`src/rtl/wrr2_req_src_if.sv`:
```
// Arbiter request/grant and TX beat signals of wrr2_req_src.
// master = the request source, slave = the arbiter plus the TX datapath side.
interface wrr2_req_src_if;
  logic       req_val;
  logic       req0;
  logic       req1;
  logic [4:0] wt0;
  logic [4:0] wt1;
  logic       gnt_val;
  logic       gnt0;
  logic       gnt1;
  logic       gnt_busy;
  logic       tx_val;
  logic       tx_ch;
  logic       tx_last;
  logic       tx_rdy;

  modport master (
    output req_val, req0, req1, wt0, wt1, gnt_busy, tx_val, tx_ch, tx_last,
    input  gnt_val, gnt0, gnt1, tx_rdy
  );

  modport slave (
    input  req_val, req0, req1, wt0, wt1, gnt_busy, tx_val, tx_ch, tx_last,
    output gnt_val, gnt0, gnt1, tx_rdy
  );
endinterface

```
`src/rtl/wrr2_req_src.sv`:
```
// Request source for the two-input WRR arbiter: pending-packet counters, a
// request/grant FSM and a beat streamer that emits one granted packet as 64 B beats.
module wrr2_req_src #(
  parameter int CNT_W = 8
) (
  input  logic               clk,
  input  logic               rst,
  input  logic               enq0,
  input  logic               enq1,
  input  logic [2:0]         pmtu0,
  input  logic [2:0]         pmtu1,
  wrr2_req_src_if.master     bus,
  output logic [CNT_W-1:0]   pend0,
  output logic [CNT_W-1:0]   pend1,
  output logic [1:0]         err
);

  typedef enum logic [1:0] {IDLE, REQ, WAIT, XFER} state_t;

  function automatic logic [2:0] clamp_code(input logic [2:0] code);
    return (code > 3'd4) ? 3'd4 : code;
  endfunction

  function automatic logic [4:0] code_weight(input logic [2:0] code);
    logic [4:0] w;
    case (code)
      3'd0:    w = 5'd16;
      3'd1:    w = 5'd8;
      3'd2:    w = 5'd4;
      3'd3:    w = 5'd2;
      default: w = 5'd1;
    endcase
    return w;
  endfunction

  // Index of the final beat, (4 << code) - 1, for a clamped code.
  function automatic logic [5:0] last_beat_idx(input logic [2:0] code);
    logic [5:0] n;
    case (code)
      3'd0:    n = 6'd3;
      3'd1:    n = 6'd7;
      3'd2:    n = 6'd15;
      3'd3:    n = 6'd31;
      default: n = 6'd63;
    endcase
    return n;
  endfunction

  logic [1:0]            enq_v;
  logic [1:0][2:0]       code_c;
  logic [1:0][CNT_W-1:0] pend_w;
  logic [1:0]            pend_nz;
  logic [1:0]            dec;
  logic [1:0]            ovf;

  state_t     state_q, state_d;
  logic [5:0] beat_q, beat_d;
  logic       ch_q, ch_d;
  logic [1:0] err_q, err_d;

  logic grant_legal;
  logic grant_ch;
  logic req_val_c;
  logic tx_val_c;
  logic tx_last_c;

  assign enq_v     = {enq1, enq0};
  assign code_c[0] = clamp_code(pmtu0);
  assign code_c[1] = clamp_code(pmtu1);

  // A grant counts only in WAIT, one-hot, and on a channel that still has work.
  assign grant_ch    = bus.gnt1;
  assign grant_legal = (state_q == WAIT) && bus.gnt_val && (bus.gnt0 ^ bus.gnt1)
                       && pend_nz[grant_ch];

  generate
    for (genvar gi = 0; gi < 2; gi++) begin : g_ch
      logic [CNT_W-1:0] cnt_q, cnt_d;

      assign dec[gi] = grant_legal && (grant_ch == 1'(gi));
      assign ovf[gi] = enq_v[gi] && !dec[gi] && (cnt_q == {CNT_W{1'b1}});

      // Enqueue together with a grant decrement cancels out.
      always_comb begin
        cnt_d = cnt_q;
        if (enq_v[gi] && !dec[gi] && !ovf[gi]) begin
          cnt_d = cnt_q + CNT_W'(1);
        end else if (dec[gi] && !enq_v[gi]) begin
          cnt_d = cnt_q - CNT_W'(1);
        end
      end

      always_ff @(posedge clk) begin
        if (rst) begin
          cnt_q <= '0;
        end else begin
          cnt_q <= cnt_d;
        end
      end

      assign pend_w[gi]  = cnt_q;
      assign pend_nz[gi] = |cnt_q;
    end
  endgenerate

  // Any grant that is not legal in WAIT is flagged, whatever the state.
  assign err_d = err_q | {bus.gnt_val && !grant_legal, |ovf};

  always_comb begin
    state_d   = state_q;
    beat_d    = beat_q;
    ch_d      = ch_q;
    req_val_c = 1'b0;
    tx_val_c  = 1'b0;
    tx_last_c = 1'b0;
    case (state_q)
      IDLE: begin
        if (|pend_nz) begin
          state_d = REQ;
        end
      end
      REQ: begin
        req_val_c = 1'b1;
        state_d   = WAIT;
      end
      WAIT: begin
        if (bus.gnt_val) begin
          if (grant_legal) begin
            ch_d    = grant_ch;
            beat_d  = last_beat_idx(code_c[grant_ch]);
            state_d = XFER;
          end else begin
            state_d = IDLE;
          end
        end
      end
      XFER: begin
        tx_val_c  = 1'b1;
        tx_last_c = (beat_q == 6'd0);
        if (bus.tx_rdy) begin
          if (beat_q == 6'd0) begin
            state_d = IDLE;
          end else begin
            beat_d = beat_q - 6'd1;
          end
        end
      end
      default: state_d = IDLE;
    endcase
  end

  always_ff @(posedge clk) begin
    if (rst) begin
      state_q <= IDLE;
      beat_q  <= '0;
      ch_q    <= 1'b0;
      err_q   <= '0;
    end else begin
      state_q <= state_d;
      beat_q  <= beat_d;
      ch_q    <= ch_d;
      err_q   <= err_d;
    end
  end

  assign bus.req_val  = req_val_c;
  assign bus.req0     = req_val_c & pend_nz[0];
  assign bus.req1     = req_val_c & pend_nz[1];
  assign bus.wt0      = code_weight(code_c[0]);
  assign bus.wt1      = code_weight(code_c[1]);
  assign bus.gnt_busy = tx_val_c;
  assign bus.tx_val   = tx_val_c;
  assign bus.tx_ch    = tx_val_c & ch_q;
  assign bus.tx_last  = tx_last_c;

  assign pend0 = pend_w[0];
  assign pend1 = pend_w[1];
  assign err   = err_q;

endmodule

```
`src/flat_wrapper.sv`:
```
// flat-port wrapper written by rule: the top's interface ports become plain ports
module wrr2_req_src_flat 
#(
  parameter int CNT_W = 8
)
  (clk, rst, enq0, enq1, pmtu0, pmtu1, pend0, pend1, err, bus_req_val, bus_req0, bus_req1, bus_wt0, bus_wt1, bus_gnt_busy, bus_tx_val, bus_tx_ch, bus_tx_last, bus_gnt_val, bus_gnt0, bus_gnt1, bus_tx_rdy);
  wrr2_req_src_if bus_i ();
  input  logic clk;
  input  logic rst;
  input  logic enq0;
  input  logic enq1;
  input  logic [2:0] pmtu0;
  input  logic [2:0] pmtu1;
  output logic [CNT_W-1:0] pend0;
  output logic [CNT_W-1:0] pend1;
  output logic [1:0] err;
  output wire logic [$bits(bus_i.req_val)-1:0] bus_req_val;
  output wire logic [$bits(bus_i.req0)-1:0] bus_req0;
  output wire logic [$bits(bus_i.req1)-1:0] bus_req1;
  output wire logic [$bits(bus_i.wt0)-1:0] bus_wt0;
  output wire logic [$bits(bus_i.wt1)-1:0] bus_wt1;
  output wire logic [$bits(bus_i.gnt_busy)-1:0] bus_gnt_busy;
  output wire logic [$bits(bus_i.tx_val)-1:0] bus_tx_val;
  output wire logic [$bits(bus_i.tx_ch)-1:0] bus_tx_ch;
  output wire logic [$bits(bus_i.tx_last)-1:0] bus_tx_last;
  input wire logic [$bits(bus_i.gnt_val)-1:0] bus_gnt_val;
  input wire logic [$bits(bus_i.gnt0)-1:0] bus_gnt0;
  input wire logic [$bits(bus_i.gnt1)-1:0] bus_gnt1;
  input wire logic [$bits(bus_i.tx_rdy)-1:0] bus_tx_rdy;
  assign bus_req_val = bus_i.req_val;
  assign bus_req0 = bus_i.req0;
  assign bus_req1 = bus_i.req1;
  assign bus_wt0 = bus_i.wt0;
  assign bus_wt1 = bus_i.wt1;
  assign bus_gnt_busy = bus_i.gnt_busy;
  assign bus_tx_val = bus_i.tx_val;
  assign bus_tx_ch = bus_i.tx_ch;
  assign bus_tx_last = bus_i.tx_last;
  assign bus_i.gnt_val = bus_gnt_val;
  assign bus_i.gnt0 = bus_gnt0;
  assign bus_i.gnt1 = bus_gnt1;
  assign bus_i.tx_rdy = bus_tx_rdy;
  wrr2_req_src #(.CNT_W(CNT_W)) u_core (.clk(clk), .rst(rst), .enq0(enq0), .enq1(enq1), .pmtu0(pmtu0), .pmtu1(pmtu1), .bus(bus_i), .pend0(pend0), .pend1(pend1), .err(err));
endmodule
```
`config.mk`:
```
export PLATFORM = sky130hd
export DESIGN_NAME = wrr2_req_src_flat
export DESIGN_NICKNAME = d
export VERILOG_FILES = /design/src/rtl/wrr2_req_src_if.sv /design/src/rtl/wrr2_req_src.sv /design/src/flat_wrapper.sv
export SDC_FILE = /design/constraint.sdc
export NUM_CORES = 1
export LEC_CHECK = 0
export BUFFER_PORTS_ARGS = -buffer_cell sky130_fd_sc_hd__buf_2
export CORE_AREA = 10 10 78 80
export DETAILED_ROUTE_END_ITERATION = 10
export DIE_AREA = 0 0 88 90
export PLACE_DENSITY = 0.74
export SETUP_SLACK_MARGIN = 0.15
export SLEW_MARGIN = 40
export SYNTH_ARGS = -nofsm -noshare
export SYNTH_HDL_FRONTEND = slang
export SYNTH_SLANG_ARGS = --single-unit
```
`constraint.sdc`:
```
create_clock -name clk -period 2.51 [get_ports clk]
set_input_delay 0 -clock clk [delete_from_list [all_inputs] [get_ports clk]]
set_output_delay 0 -clock clk [all_outputs]
set_load 0.005 [all_outputs]
```
==> flow_metrics.py, run 1 <==
metrics = {
    "synth": {
        "synth-seq-area-share_pct": 25.23,
        "synth-xor-area-share_pct": 3.680,
        "synth_edf_count": 0,
        "synth_compound_area_share_pct": 22.66,
        "ys_warn_count": 0,
        "synthSimpleGateAreaFrac_pct": 25.18,
        "synth_fa_ha_area_share_pct": 10.63,
        "syn_inst": 269,
        "ys_top_cells_by_area": "dfxtp_1 25%, ha_1 8.8%, a21oi_1 6.1%, mux2i_1 5.6%, nor2_1 4.6%",
        "netlist_area_um2": 2142,
        "synth_top_area_share_pct": 25.23,
        "synth_top_family_by_area": "simple AND/OR/NAND/NOR gates",
        "post_synth_num_cell_types": 50,
        "synthArstFlopShare_pct": 0,
        "synth_area_per_cell_um2": 7.963,
        "synth_top_area_cell": "dfxtp_1",
        "ys.flop_type": "dfxtp_1",
        "syn_nets": 300,
        "muxShareOfSynthArea_pct": 6.893,
        "ys_ff_latch": 27,
    },
    "setup_path": {
        "crit_chain": "or4_4 -> o2111ai_4 -> nand2b_4 -> fa_2 -> nand3_2 -> nand2_2 -> mux2i_1 -> o41ai_2 -> a21oi_1",
        "crit_required_ps": 2660,
        "reg2reg_slack_ps": -50,
        "cp.arrival_ps": 2710,
        "r2r_cells": 9,
        "critPathBufInv": 0,
        "end_kind": "flop",
        "worstPathMaxFanout": 5,
        "setup.worst_path.start_class": "flop",
        "cp.depth": 9,
        "slowest_delay_ps": 560,
        "criticalPathCategory": "reg2reg",
        "slowest_stage": "or4_4",
        "crit_family": "simple AND/OR/NAND/NOR gates",
    },
    "final_layout": {
        "layout.nets": 382,
        "multi_input_area_um2": 1812,
        "diodes": 0,
        "fin_area_um2": 3085,
        "synthToLayoutAreaGrowth_pct": 44.04,
        "fillers": 366,
        "stdcell_count": 404,
        "drive_above_1_share_pct": 40.29,
        "regArea_um2": 549.3,
    },
    "route": {
        "drt_wl_total_um": 6532,
        "drtIter0Drc": 109,
        "drc": 0,
        "vias_per_cell": 5.861,
        "wl_per_cell_um": 16.17,
        "first_pass_iters": 4,
        "via_count": 2368,
        "postRouteAntennaNets": 0,
    },
    "power_and_ir_drop": {
        "ir_drop_mv": 0.3243,
        "seqPwrFrac_pct": 29.6,
        "p_sw_share_pct": 38.09,
        "p_switching_mw": 0.6677,
        "power_leakage_nw": 1.361,
        "power_density_nw_per_um2": 568.2,
        "p_total_mw": 1.753,
        "internal_power_mw": 1.085,
        "combPwrFrac_pct": 55.7,
        "clock_power_share_pct": 14.7,
    },
    "timing": {
        "period_share_pct": 101.9,
        "fin_crit_ps": 2559,
        "slew_violations": 0,
        "grt_setup_unrepaired": "true",
        "hold_violations": 0,
        "worstMarginPinSlew_ps": 587.3,
        "fmax_mhz": 390.8,
        "setup-violations-final": 1,
        "fin_skew_ps": 2.632,
        "worst_slack_ps": -48.91,
        "slew_headroom_pct": 60.85,
    },
    "grt": {
        "grt_max_degree": 34,
        "grt_pass1_vias": 2240,
        "antenna_found_initial": 0,
        "track_usage_pct": 15.15,
        "grt-ovfl-total": 0,
        "grt_pass1_wl_um": 10290,
    },
    "hold_path": {
        "hold_class": "in2reg",
        "hold_depth": 3,
    },
    "clocking": {
        "cts_buffers": 3,
        "ctsLongestPathBuffers": 2,
        "clk_latency_ps": 280,
        "cts_tree": "built",
        "clock_sinks": 27,
        "htreeDepth": 1,
        "clockRootBuffer": "clkbuf_8",
        "clkTransAtPathRegs_ps": 100,
    },
    "outcome": {
        "violations": "setup timing",
        "outcome": "finished, violations left",
    },
    "job": {
        "maxCapViolCount": 0,
    },
    "placement": {
        "place_area_um2": 2718,
        "hpwl_um": 4610,
        "dp.cells": 384,
        "gp_congestion": 0.8778,
        "post-place-ws_ps": -39.54,
        "io_buffers": 48,
    },
    "floorplanning": {
        "die_h_um": 90,
        "start_util_pct": 46.59,
        "dieWidth_um": 88,
        "core-area_um2": 4598,
        "pin_count": 49,
        "die-area_um2": 7920,
        "fp-row-count": 25,
    },
}
[Yosys cell counts, drive strengths merged, types with 4 or more instances]
| master | count |
|---|---|
| inv | 20 |
| dfxtp | 27 |
| nor2 | 26 |
| clkbuf | 7 |
| a211oi | 5 |
| xnor2 | 4 |
| or4 | 6 |
| nor3 | 11 |
| o21ai | 14 |
| nor3b | 5 |
| nand3 | 10 |
| o2111ai | 5 |
| ha | 15 |
| nor4 | 4 |
| xor2 | 5 |
| nand4 | 4 |
| nand2 | 14 |
| nand2b | 5 |
| a21oi | 26 |
| mux2i | 14 |
[area by class of cell]
cell class	count	share of cell area, %
Sequential cell	27	17.80
Multi-Input combinational cell	212	58.72
Timing Repair Buffer	86	17.27
Tap cell	54	2.190
Clock buffer	4	1.460
Inverter	21	2.555
[cell usage in the layout, fill, tap and decap left out, drive strengths merged, types with 2 or more instances in the layout]
master / n
fa: 2
nand4: 4
nor2b: 3
o21ai: 14
o2111ai: 5
mux2i: 14
clkbuf: 4
or4: 6
nand3: 10
o32ai: 2
o211ai: 3
nor3b: 5
o21a: 3
and3b: 2
nor4: 4
or3: 3
ha: 15
nand3b: 3
nand2b: 6
and3: 2
a21oi: 26
xnor2: 4
nor2: 26
o21bai: 3
inv: 20
o2111a: 2
buf: 86
xor2: 5
nor3: 11
dfxtp: 27
a211oi: 5
nand2: 14
[layer usage]
layer / wire [um] / part of all wire, % / global-route usage, %
met4: 92 / 1.4 / 5.319
met5: 0 / 0 / 0
met3: 358 / 5.5 / 2.708
met1: 2834 / 43 / 18.92
met2: 3247 / 50 / 24.94
[stage by stage]
stage / utilization (%) / hold slack, ps / TNS [ps]
finish: 67.10 / 23.06 / -48.91
detailed placement: 59.10 / 265.1 / -88.34
floorplan: - / 30.02 / 0
global route: 67.10 / 44.55 / -370.4
CTS: 62.56 / 17.15 / -2.943
global placement: 59.10 / 257.8 / -24.89
[flip-flops by register name, summed over array words and instances, names as in the netlist]
signal / flops
u_core.beat_q: 6
u_core.err: 2
u_core.pend0: 8
u_core.pend1: 8
u_core.ch_q: 1
u_core.state_q: 2
[kinds of logic (layout without fill, tap and decap cells)]
group,Yosys count,in the layout
XOR/XNOR,9,9
buffers and inverters,31,111
flip-flops,27,27
multiplexers,14,14
AO/OA/AOI/OAI,71,71
adder cells (fa/ha/maj),17,17
AND/OR/NAND/NOR,100,101
[path summary, 6_finish.rpt]
path                                       from               to
worst max-delay path            u_core.pend0[2]  u_core.pend0[6]
worst max register to register  u_core.pend0[2]  u_core.pend0[6]
worst min-delay path                bus_gnt_val    u_core.err[1]
worst min register to register    u_core.err[1]    u_core.err[1]
[power by group through the flow]
| stage | combinational, mW | clock [mW] | sequential, mW |
|---|---|---|---|
| 4_1_cts | 0.852 | 0.264 | 0.518 |
| 3_3_place_gp | 0.762 | 0 | 0.524 |
| 6_report | 0.977 | 0.258 | 0.518 |
| 3_5_place_dp | 0.784 | 0 | 0.527 |
| 5_1_grt | 1.07 | 0.279 | 0.524 |
| 2_1_floorplan | 0.488 | 0 | 0.560 |
[worst reg2reg max path: stages, from the launching register on]
cell and delay (ps):
dfxtp_4 350, or4_4 560, o2111ai_4 310, nand2b_4 170
fa_2 380, nand3_2 90, nand2_2 80, mux2i_1 160
o41ai_2 230, a21oi_1 100
[timing repair]
item | 4_1_cts | 5_1_grt
hold buffers | 0 | 0
gates resized for setup | 12 | 19
setup buffers | 5 | 10
cloned | 1 | 0
pin swaps | 10 | 12
setup endpoints to repair | 8 | 12
(Power assumes the default switching activity.)
==> run 2: changes to the inputs <==
Settings changed: CELL_PAD_IN_SITES_DETAIL_PLACEMENT set to 2, CELL_PAD_IN_SITES_GLOBAL_PLACEMENT set to 2, CORE_AREA 10 10 78 80 to 10 10 99 101, DIE_AREA 0 0 88 90 to 0 0 109 111, PLACE_DENSITY 0.74 to 0.75.
==> run 2 against run 1 <==
  * The run still ends with setup timing left
  * Worst hold slack lost 22 ps
  * Critical path type unchanged
  * Final cell count up 15%
  * Maximum frequency shrank 3.7%
  * Critical endpoint unchanged
  * Clock power rose by 11%
  * Global-route usage shrank 0.41 points
  * Utilization down 26 points
  * Via count is 5.6% higher
  * Clock skew grew 6.7 ps
  * Worst setup slack got worse by 98 ps
  * Die area rose by 53%
  * Flip-flop and latch count is the same
==> flow_metrics.py, run 2 (same netlist as run 1, synthesis figures left out) <==
metrics = {
    "setup_path": {
        "cp.arrival_ps": 2820,
        "reg2reg_slack_ps": -150,
        "slowest_delay_ps": 570,
        "r2r_start": "u_core.pend0[1]",
        "setup.worst_path.start_class": "flop",
        "criticalPathCategory": "reg2reg",
        "r2r_end": "u_core.pend0[6]",
        "r2r_cells": 10,
        "crit_required_ps": 2670,
        "worstPathMaxFanout": 4,
        "crit_chain": "or4_4 -> o2111ai_4 -> buf_6 -> nand2b_4 -> ha_4 -> nand3_4 -> nand2_4 -> mux2i_1 -> o41ai_2 -> a21oi_1",
        "slowest_stage": "or4_4",
        "end_kind": "flop",
    },
    "grt": {
        "grt-ovfl-total": 0,
        "track_usage_pct": 14.73,
        "grt_pass1_wl_um": 14580,
        "grt_pass1_vias": 2710,
        "antenna_found_initial": 0,
        "grt_max_degree": 34,
    },
    "clocking": {
        "clkTransAtPathRegs_ps": 120,
        "clk_latency_ps": 290,
        "htreeDepth": 1,
        "clock_sinks": 27,
        "cts_tree": "built",
        "cts_buffers": 3,
        "clockRootBuffer": "clkbuf_8",
        "ctsLongestPathBuffers": 2,
    },
    "final_layout": {
        "drive_above_1_share_pct": 43.33,
        "mostFrequentLayoutCell": "buf_2",
        "layout_common_cells": "48 x buf_2, 42 x buf_4, 26 x nor2_1",
        "fin_area_um2": 3277,
        "layout.nets": 392,
        "diodes": 0,
        "synthToLayoutAreaGrowth_pct": 52.98,
    },
    "floorplanning": {
        "dieWidth_um": 109,
        "core-area_um2": 7969,
        "pin_count": 49,
        "die-area_um2": 12100,
        "fp-row-count": 33,
        "start_util_pct": 26.88,
        "die_h_um": 111,
    },
    "route": {
        "postRouteAntennaNets": 0,
        "vias_per_cell": 5.376,
        "drc": 0,
        "drtIter0Drc": 105,
        "first_pass_iters": 4,
        "via_count": 2500,
        "wl_per_cell_um": 20.77,
        "drt_wl_total_um": 9657,
    },
    "power_and_ir_drop": {
        "seqPwrFrac_pct": 27.2,
        "p_sw_share_pct": 40.72,
        "clock_power_share_pct": 15.0,
        "power_leakage_nw": 1.429,
        "ir_drop_mv": 0.2432,
        "power_density_nw_per_um2": 584.8,
        "internal_power_mw": 1.136,
        "p_switching_mw": 0.7803,
        "combPwrFrac_pct": 57.8,
    },
    "hold_path": {
        "min-delay-start": "bus_gnt_val",
        "min_delay_worst_endpoint": "u_core.err[1]",
        "hold_class": "in2reg",
        "hold_depth": 3,
    },
    "timing": {
        "setup-violations-final": 6,
        "worst_slack_ps": -147.0,
        "grt_setup_unrepaired": "true",
        "worstMarginPinSlew_ps": 663.7,
        "setup_tns_ps": -578.0,
        "fin_crit_ps": 2657,
        "slew_headroom_pct": 55.76,
        "hold_violations": 0,
        "hold_ws_ps": 0.8066,
        "fin_skew_ps": 9.332,
        "fmax_mhz": 376.4,
        "slew_violations": 0,
        "period_share_pct": 105.9,
    },
    "placement": {
        "hpwl_um": 6388,
        "gp_congestion": 0.7917,
        "place_area_um2": 2796,
        "io_buffers": 48,
        "post-place-ws_ps": -69.17,
    },
    "outcome": {
        "violations": "setup timing",
        "outcome": "finished, violations left",
    },
    "job": {
        "maxCapViolCount": 0,
    },
}
==> run 2: cell types whose count changed in the layout (fill, tap and decap cells not counted), moves of 2 or more <==
cell     previous run  this run
dfxtp_1            22        20
buf_6               2         6
dfxtp_2             4         6
buf_4              36        42
==> run 2: worst max path at each step <==
| stage | from | cells after the start | to | slack, ps |
|---|---|---|---|---|
| after floorplan | u_core.pend0[2] | 8 | u_core.pend0[7] | 40 |
| after global placement | u_core.pend0[2] | 8 | u_core.pend0[6] | -10 |
| after detailed placement | u_core.pend0[2] | 8 | u_core.pend0[6] | -70 |
| after CTS | u_core.pend0[2] | 9 | u_core.pend0[6] | -40 |
| after global routing | u_core.pend0[2] | 11 | u_core.pend0[7] | -230 |
| final | u_core.pend0[1] | 10 | u_core.pend0[6] | -150 |
==> run 2: final cells by class <==
class / count / area (um2)
Clock buffer: 3 / 41.29
Clock inverter: 1 / 8.758
Fill cell: 909 / 4692
Inverter: 21 / 78.83
Multi-Input combinational cell: 212 / 1842
Sequential cell: 27 / 551.8
Tap cell: 105 / 131.4
Timing Repair Buffer: 96 / 623.1
==> run 2: per-layer routing <==
| metal | wire (um) | up-vias | GRT usage (%) |
|---|---|---|---|
| li1 | - | 1167 | - |
| met1 | 4052 | 1276 | 17.21 |
| met2 | 5158 | 45 | 26.65 |
| met3 | 285 | 12 | 2.151 |
| met4 | 160 | 0 | 4.046 |
| met5 | 0 | - | 0 |
==> run 2: worst max-delay path: cells and delay by family (launching register included) <==
| family | cells | cell delay, ps |
|---|---|---|
| AOI/OAI and AO/OA | 3 | 760 |
| adders and majority gates | 1 | 320 |
| buffers and inverters | 1 | 160 |
| DFF | 1 | 340 |
| muxes | 1 | 100 |
| and+or+nand+nor | 4 | 850 |
==> run 2: per-stage QoR <==
| step | cells | total power [mW] | util [%] |
|---|---|---|---|
| after floorplan | 269 | 1.049 | - |
| after global placement | 437 | 1.330 | 35.09 |
| after detailed placement | 437 | 1.370 | 35.09 |
| after CTS | 454 | 1.791 | 38.95 |
| after global routing | 465 | 2.051 | 41.12 |
| final | 465 | 1.916 | 41.12 |
==> run 2: power by group through the flow <==
stage / Clock (mW) / Combinational (mW) / Sequential (mW)
floorplan: 0 / 0.488 / 0.560
global placement: 0 / 0.807 / 0.523
detailed placement: 0 / 0.842 / 0.528
CTS: 0.292 / 0.980 / 0.519
global route: 0.319 / 1.20 / 0.528
finish: 0.287 / 1.11 / 0.522
==> run 2: timing repair <==
| action | CTS | global route |
|---|---|---|
| hold buffers | 0 | 0 |
| setup buffers | 12 | 11 |
| gates resized for setup | 24 | 17 |
| gates cloned | 1 | 0 |
| hold endpoints to repair | 0 | 0 |
| endpoints found under the setup margin | 10 | 16 |
| pin swaps | 20 | 25 |
